==> src/rtl/bcd_counter_n.sv <==
// bcd_counter_n: multi-digit cascaded BCD up/down counter with synchronous
// parallel load, wrap-or-saturate terminal behaviour, a combinational
// terminal-count output for cascading, and a sticky overflow flag.
module bcd_counter_n #(
    parameter int NUM_DIGITS = 2,  // 1..8 decimal digits
    parameter int SATURATE   = 0   // 0: wrap at terminal, 1: hold at terminal
) (
    input  logic                    clk,
    input  logic                    rst,
    input  logic                    en,
    input  logic                    up_dn,
    input  logic                    load,
    input  logic [4*NUM_DIGITS-1:0] load_val,
    output logic [4*NUM_DIGITS-1:0] cnt,
    output logic                    tc,
    output logic                    ovf
);

    localparam int W = 4 * NUM_DIGITS;
    localparam logic [W-1:0] ALL_NINES = {NUM_DIGITS{4'h9}};

    logic [W-1:0] r_cnt;
    logic         r_ovf;
    logic [W-1:0] w_step;
    logic [W-1:0] w_load_bcd;
    logic         w_at_term;

    // Terminal value depends on direction: all nines going up, all zeros going down.
    always_comb begin
        w_at_term = up_dn ? (r_cnt == ALL_NINES) : (r_cnt == '0);
    end

    // Single-cycle ripple: each digit steps only when every lower digit rolled over.
    // NOTE: every output of a combinational block gets a default before any
    // conditional assignment, otherwise the tool infers a latch to hold it.
    always_comb begin
        logic w_carry;
        w_step  = r_cnt;
        w_carry = 1'b1;
        for (int i = 0; i < NUM_DIGITS; i++) begin
            if (w_carry) begin
                if (up_dn) begin
                    if (r_cnt[4*i +: 4] == 4'd9) begin
                        w_step[4*i +: 4] = 4'd0;
                    end else begin
                        w_step[4*i +: 4] = r_cnt[4*i +: 4] + 4'd1;
                        w_carry          = 1'b0;
                    end
                end else begin
                    if (r_cnt[4*i +: 4] == 4'd0) begin
                        w_step[4*i +: 4] = 4'd9;
                    end else begin
                        w_step[4*i +: 4] = r_cnt[4*i +: 4] - 4'd1;
                        w_carry          = 1'b0;
                    end
                end
            end
        end
    end

    // Load value clamped digit by digit so only valid BCD can enter the counter.
    always_comb begin
        w_load_bcd = '0;
        for (int i = 0; i < NUM_DIGITS; i++) begin
            w_load_bcd[4*i +: 4] = (load_val[4*i +: 4] > 4'd9) ? 4'd9 : load_val[4*i +: 4];
        end
    end

    // Combinational terminal count, feeds the enable of the next cascaded stage.
    always_comb begin
        tc = en & ~load & ~rst & w_at_term;
    end

    // Count/ovf state: priority rst > load > en > hold.
    // NOTE: sequential state uses non-blocking assignments so every register
    // samples the pre-edge values, independent of statement order.
    always_ff @(posedge clk) begin
        if (rst) begin
            r_cnt <= '0;
            r_ovf <= 1'b0;
        end else if (load) begin
            r_cnt <= w_load_bcd;
            r_ovf <= 1'b0;
        end else if (en) begin
            if (w_at_term) begin
                r_ovf <= 1'b1;
                if (SATURATE == 0) begin
                    r_cnt <= w_step;
                end
            end else begin
                r_cnt <= w_step;
            end
        end
    end

    assign cnt = r_cnt;
    assign ovf = r_ovf;

endmodule

==> config.mk <==
export PLATFORM = sky130hd
export DESIGN_NAME = bcd_counter_n
export DESIGN_NICKNAME = d
export VERILOG_FILES = /design/src/rtl/bcd_counter_n.sv
export SDC_FILE = /design/constraint.sdc
export NUM_CORES = 1
export LEC_CHECK = 0
export CAP_MARGIN = 25
export CORE_MARGIN = 4
export CORE_UTILIZATION = 48
export CTS_CLUSTER_DIAMETER = 40
export CTS_CLUSTER_SIZE = 40
export DETAILED_ROUTE_END_ITERATION = 6
export PLACE_DENSITY_LB_ADDON = 0.25
export SLEW_MARGIN = 20
export SYNTH_ARGS = -nofsm -noshare
export SYNTH_HDL_FRONTEND = slang
export SYNTH_SLANG_ARGS = --single-unit
==> constraint.sdc <==
create_clock -name clk -period 2.7 [get_ports clk]
set_input_delay 0.675 -clock clk [delete_from_list [all_inputs] [get_ports clk]]
set_output_delay 0.675 -clock clk [all_outputs]
set_load 0.01 [all_outputs]
# == Word-level counts from Yosys, hierarchy flattened ==
# Index checks and enable logic that the tools add are counted.
# op_classes
order_cmp,2
n_eq_ne,3
n_reduce_logical,8
n_mux,15
addsub,4
bitwise_logic,5
# op_table
operator,n
$mux 4,9
$mux 8,2
$add 4x1->4 const B,2
$eq 4x4->1 const B,2
$eq 8x8->1 const B,1
$gt 4x4->1 const B,2
$logic_not 4->1,2
$logic_not 8->1,1
$sub 4x1->4 const B,2
$mux 1,4
$reduce_and 2->1,2
$reduce_bool 2->1,2
$and 1x1->1,3
$not 1->1,2
$reduce_or 2->1,1
# totals
out_inout_bits,10
ff_bits,9

# == Logic depth before layout (Yosys ltp) ==
# Gate-level depths: netlist of the first run.
# depth
depth_word,6
ltp_mapped,5
depth_no_buf,4

# == Worst setup path after synthesis of the first run ==
# No wires, ideal clock.
# synth_path
kind,input -> output
from,input port load
to,output port tc
stages,4
required_ns,2.025
t_arrival_ns,1.317
n_path_buf,1
slack_ns,0.708
path_cell_list,buf_4 nor4_1 o21ai_0 nor2_1
# synth_via
elab_chain_cells,4
# synth_lines
element,line,rtl
start: declaration,12,"input logic load,"
$not 1->1,71,tc = en & ~load & ~rst & w_at_term;
$and 1x1->1 (3 in a row),71,
end: declaration,15,"output logic tc,"
# No other way between the ends.

# == Worst setup path in the final report of the first run ==
# Same ends and word-level chain as after synthesis.

==> summary.txt, run 1 <==
STA
  • Final hold viol count: 0
  • Worst slew pin tran: 340 ps
  • Max-slew violation total from the final report: 0
  • Hold_ws: 461 ps
  • Minimum clock period: 2610 ps
  • Final TNS setup: 0 ps
  • Relative slew slack: 0.771
  • Setup violators final: 0
  • Max Clock Skew: 5.62 ps
  • Peak Freq: 0.383 GHz
  • Final worst-path cycle share: 0.967

Floorplanning
  • Core Region: 1370 µm²
  • Io pins: 23
  • Initial core utilization: 0.531
  • Die Y: 46.9 µm
  • Die width: between 40 and 50 µm
  • Num rows: 13
  • Die footprint: ~2200 µm²

Routing
  • Overall routed net length: 2.12 mm
  • DRC: 0
  • Vias per std cell: about 6
  • Antenna Nets Post-Route: 0
  • Wire per inst: ~15 µm
  • DRT Pass-1 Iters: 4
  • DR iter-0 viols: 32
  • Detailed-route via count: 830

Clock tree
  • TritonCTS Buffers: 3
  • Clock root cell: clkbuf_4
  • Clock buffer depth: 2
  • Clk Latency, worst-skew pair: approximately 270 ps
  • H-tree Lvls: 1
  • Setup bufs post-CTS: 0
  • CTS tree: built
  • Hold_buf cts: 0
  • Clk pin slew, worst setup/hold paths: 70 ps
  • CTS Sinks: 9

Place
  • Post-detail-place hpwl: 1.52 mm
  • IO buf count: 22
  • Gp weighted congestion: 0.815
  • Placed Area: 990 µm²
  • Inst Count DP: 134

Setup path
  • Crit path launch type: input port
  • Required @ worst endpoint: 2030 ps
  • R2R Setup Slk: 1200 ps
  • Crit-path max FO: 2
  • Worst EP arrival: 1940 ps
  • R2R Path End: cnt[1]
  • CP Class: input port to output pin
  • Worst r2r path cells: 5
  • Worst r2r src: cnt[0]
  • Crit end category: output pin

Synthesis
  • Syn nets: between 100 and 150
  • Cells after synthesis: 95
  • Synthesized area: roughly 730 µm²
  • Yosys warnings: 0
  • Register area share after synthesis: 0.248
  • Yosys reg bits: 9
  • Post-synth cell types: 44
  • Top cell type's share of synthesized area: 0.248
  • Top cells by area, synth: dfxtp_1, xnor2_1, nor2_1
  • Syn Area/Cell: ~7.6 µm²
  • Area leader, netlist: dfxtp_1

Global route
  • Initial antenna violation count: 0
  • Largest net degree at the start of global routing: 12
  • Global Route Usage Sum: 0.218
  • Vias in the first global route: 795
  • GR Overflow Total: 0
  • First-pass GRT wire length: 3.45 mm

Finish
  • Syn-to-layout area delta: 41.7%
  • Share of layout cells above drive strength 1: 0.146
  • Design area: 1030 µm²
  • Most common cell after layout, fill and taps aside: clkdlybuf4s50_1
  • Ant. Diodes: 0
  • Most frequent cells in the layout: clkdlybuf4s50_1, nor2_1, dfxtp_1, buf_4, nand2_1
  • Non-Filler Instances: approximately 140
  • Nets: 137
  • # fillers: 111

Pwr
  • Lkg Pwr: 0.413 nW
  • Worst vdd ir: 0.000282 V
  • P per Cell Area: 395 nW/µm²
  • Tot Pwr: 0.406 mW

Hold path
  • Hold/Removal Path Class: flop to flop
  • Hold path cells: 1
  • Min-delay src: ovf
  • Hold Path End: ovf

Run status
  • Outcome: complete, no violations

Flow run
  • Max-Cap Viols: 0
## synthesized netlist by cell type
library cell / count
buf_1: 1
nor2b_1: 3
a211oi_1: 1
o21a_2: 1
a31oi_1: 1
nor4_1: 1
clkbuf_1: 2
a221oi_1: 1
nor2_1: 9
a21o_1: 1
a22oi_1: 1
o221ai_1: 1
a41o_1: 1
xnor2_1: 4
nand4b_1: 1
o21a_1: 1
or3_1: 2
a32oi_1: 1
o22ai_1: 1
inv_1: 3
nand3_1: 4
o2111ai_1: 2
nor4_2: 1
a311oi_1: 1
a221oi_2: 1
o21ai_0: 5
dfxtp_1: 9
o31a_1: 1
nor3_1: 5
nor3b_2: 1
nand2b_1: 2
a21oi_1: 4
buf_6: 1
and3_1: 3
buf_2: 1
nand3b_1: 1
xor2_1: 2
o211ai_1: 2
clkbuf_4: 1
nand2_1: 6
or2_1: 1
o21bai_1: 2
buf_4: 1
and3b_1: 1
## stage by stage
stage | setup slack (ps) | utilization
floorplan | 708 | -
global placement | -194 | 0.724
detailed placement | -196 | 0.724
CTS | 54.9 | 0.743
global route | -45.1 | 0.753
finish | 89.0 | 0.753
## power by group
group / leakage, nW / total [mW] / internal (mW) / switching, mW
Combinational: 0.324 / 0.141 / 0.0752 / 0.0661
Sequential: 0.0743 / 0.156 / 0.142 / 0.0139
Clock: 0.0150 / 0.109 / 0.0571 / 0.0519
Total: 0.413 / 0.406 / 0.275 / 0.132
## kinds of logic (layout without fill, tap and decap cells)
family / Yosys count / in the layout / synth area share
AO/OA/AOI/OAI: 29 / 29 / 0.293
buffers and inverters: 10 / 38 / 0.0741
flip-flops: 9 / 9 / 0.248
XOR/XNOR: 6 / 6 / 0.0724
AND/OR/NAND/NOR: 41 / 41 / 0.312
## worst max-delay path by stage
stage,from,to,slack [ps],depth (start not counted)
4_1_cts,up_dn,tc,50,5
2_1_floorplan,load,tc,710,4
3_5_place_dp,up_dn,tc,-200,5
5_1_grt,load,tc,-50,5
3_3_place_gp,up_dn,tc,-190,5
6_report,load,tc,90,5
## worst max-delay path, stage by stage
cell	delay, ps
clkdlybuf4s50_1	440
nor4_2	250
o21ai_0	150
nor2_1	140
dlygate4sd2_1	280
## registers in the layout (all words and copies together) (netlist names)
signal	flops
ovf	1
cnt	8
## final cells by class
cell class,count,area [µm²],share of cell area
Multi-Input combinational cell,76,503,0.489
Timing Repair Buffer,31,289,0.281
Sequential cell,9,180,0.175
Clock buffer,4,26.3,0.0255
Tap cell,15,18.8,0.0182
Inverter,3,11.3,0.0109
## timing repair
item                                   4_1_cts  5_1_grt
resized for setup                            1        4
setup endpoints to repair                    1        1
endpoints found under the hold margin        0        0
## layer usage
metal	GRT usage	vias to the layer above	share of wire
met5	0	-	0
met4	0.0442	0	0
met3	0.0651	0	0.11
met2	0.350	51	0.43
met1	0.290	368	0.45
li1	-	411	-
No activity file was read; power rests on OpenSTA's default activity.
==> run 2: changes to the inputs <==
- CORE_MARGIN: 4 -> default
==> run 2 against run 1 <==
Compared with the run above: die area is 24% lower; critical path type unchanged; register-to-register slack better by 30 ps; final cell count is 1.4% lower; final area is 3.2% lower; clock skew is 2.8 ps lower; global-route usage is 4.7 points higher; power is 2.1% lower; maximum frequency is 1.3% higher; core utilization is 1.5 points lower; clock power hardly changed.
==> summary.txt, run 2 (same netlist as run 1, synthesis figures left out) <==
Run status
  • Outcome: complete, no violations

Clock tree
  • Clk pin slew, worst setup/hold paths: 60 ps
  • CTS Sinks: 9
  • Clock buffer depth: 2
  • Hold_buf cts: 0
  • Clk Latency, worst-skew pair: 270 ps
  • H-tree Lvls: 1
  • TritonCTS Buffers: 3
  • Clock root cell: clkbuf_4
  • Setup bufs post-CTS: 0
  • CTS tree: built

Finish
  • Most frequent cells in the layout: clkdlybuf4s50_1, nor2_1, dfxtp_1
  • Most common cell after layout, fill and taps aside: clkdlybuf4s50_1
  • Ant. Diodes: 0
  • Max reg flops: 8
  • Share of layout cells above drive strength 1: 0.124
  • Design area: 996 µm²
  • Syn-to-layout area delta: 37.2%
  • Nets: 135

Routing
  • Detailed-route via count: between 800 and 900
  • Wire per inst: 14.2 µm
  • DRT Pass-1 Iters: 4
  • Max layer used: met4
  • Antenna Nets Post-Route: 0
  • DR iter-0 viols: 42
  • Met1 Wirelength: 803 µm
  • Met3 wire len: 138 µm
  • WL met2: around 950 µm
  • Vias per std cell: slightly above 6
  • DRC: 0
  • Overall routed net length: between 1.5 and 2 mm

Floorplanning
  • Die Y: 40.9 µm
  • Io pins: 23
  • Die footprint: 1670 µm²
  • Initial core utilization: 0.538
  • Core Region: 1350 µm²
  • Die width: 40.9 µm
  • Num rows: 13

Pwr
  • Clk pwr share: 0.270
  • Switching Fraction: 0.319
  • Lkg Pwr: 0.387 nW
  • Tot Pwr: 0.398 mW
  • Logic gate share of total power: 0.322
  • Internal power: 0.271 mW
  • Sw power: 0.127 mW
  • P per Cell Area: 400 nW/µm²
  • Worst vdd ir: ~0.00027 V
  • Seq pwr share: 0.407

STA
  • Setup violators final: 0
  • Peak Freq: 0.388 GHz
  • Final worst-path cycle share: 0.955
  • RSZ-0062 raised after global routing: false
  • Final hold viol count: 0
  • Max Clock Skew: 2.80 ps
  • Max-slew violation total from the final report: 0
  • Worst slew pin tran: 398 ps
  • Relative slew slack: 0.734
  • Final worst slack: 122 ps
  • Minimum clock period: 2580 ps

Place
  • Post-detail-place hpwl: roughly 1.4 mm
  • Placed Area: 975 µm²
  • Gp weighted congestion: 0.883
  • Pre-CTS WS: -249 ps
  • IO buf count: 22

Setup path
  • Slowest-stage cell, CP: clkdlybuf4s50_1
  • CP Class: input port to output pin
  • Worst r2r src: cnt[0]
  • Crit-path max FO: 8
  • Crit end category: output pin
  • Required @ worst endpoint: 2030 ps
  • Worst EP arrival: 1900 ps
  • Crit path launch type: input port
  • CP max stage delay: 480 ps
  • Critical path launch point: up_dn
  • Worst-path cell chain: clkdlybuf4s50_1, buf_4, nor3_1, o21ai_0, nor2_1, clkbuf_2

Hold path
  • Hold/Removal Path Class: flop to flop
  • Min-delay src: ovf

Flow run
  • Max-Cap Viols: 0

Global route
  • Vias in the first global route: ~740
  • Largest net degree at the start of global routing: 12
  • Initial antenna violation count: 0
  • Global Route Usage Sum: 0.264
  • GR Overflow Total: 0
  • First-pass GRT wire length: 2.89 mm
[run 2: metal layers]
| metal | GRT usage | up-vias |
|---|---|---|
| li1 | - | 410 |
| met1 | 0.278 | 374 |
| met2 | 0.477 | 51 |
| met4 | 0.158 | 0 |
| met3 | 0.0489 | 5 |
| met5 | 0 | - |
[run 2: final timing paths]
check        slack (ps)      to  depth (start not counted)
min reg2reg         470     ovf                          1
max reg2reg        1230  cnt[1]                          4
min                 470     ovf                          1
max                 120      tc                          6
[run 2: layout make-up]
cell class | instances | area [µm²]
tap | 15 | 18.8
clock buffer | 4 | 26.3
inverter | 3 | 11.3
fill | 110 | 354
timing repair buffer | 29 | 268
multi-input combinational | 76 | 492
sequential | 9 | 180
[run 2: power by group through the flow]
| stage | clock network, mW | registers (mW) | logic, mW |
|---|---|---|---|
| 2_1_floorplan | 0 | 0.160 | 0.0748 |
| 3_3_place_gp | 0 | 0.164 | 0.124 |
| 3_5_place_dp | 0 | 0.164 | 0.127 |
| 4_1_cts | 0.108 | 0.161 | 0.128 |
| 5_1_grt | 0.113 | 0.164 | 0.141 |
| 6_report | 0.108 | 0.162 | 0.128 |
[run 2: stage by stage]
stage / hold WS, ps / std cells / setup TNS, ps / util
after floorplan: 497 / 95 / 0 / -
after global placement: 437 / 132 / -223 / 0.722
after detailed placement: 449 / 132 / -249 / 0.722
after CTS: 464 / 136 / 0 / 0.741
after global routing: 489 / 136 / 0 / 0.738
final: 470 / 136 / 0 / 0.738
[run 2: timing repair]
action / CTS / global route
setup endpoints to repair: 1 / 1
resized for setup: 1 / 2
pin swaps: 0 / 1
[run 2: worst max-delay path: cells and delay by family]
family | cells | cell delay [ps]
buf+inv | 3 | 840
simple gates | 2 | 280
compound gates | 1 | 90
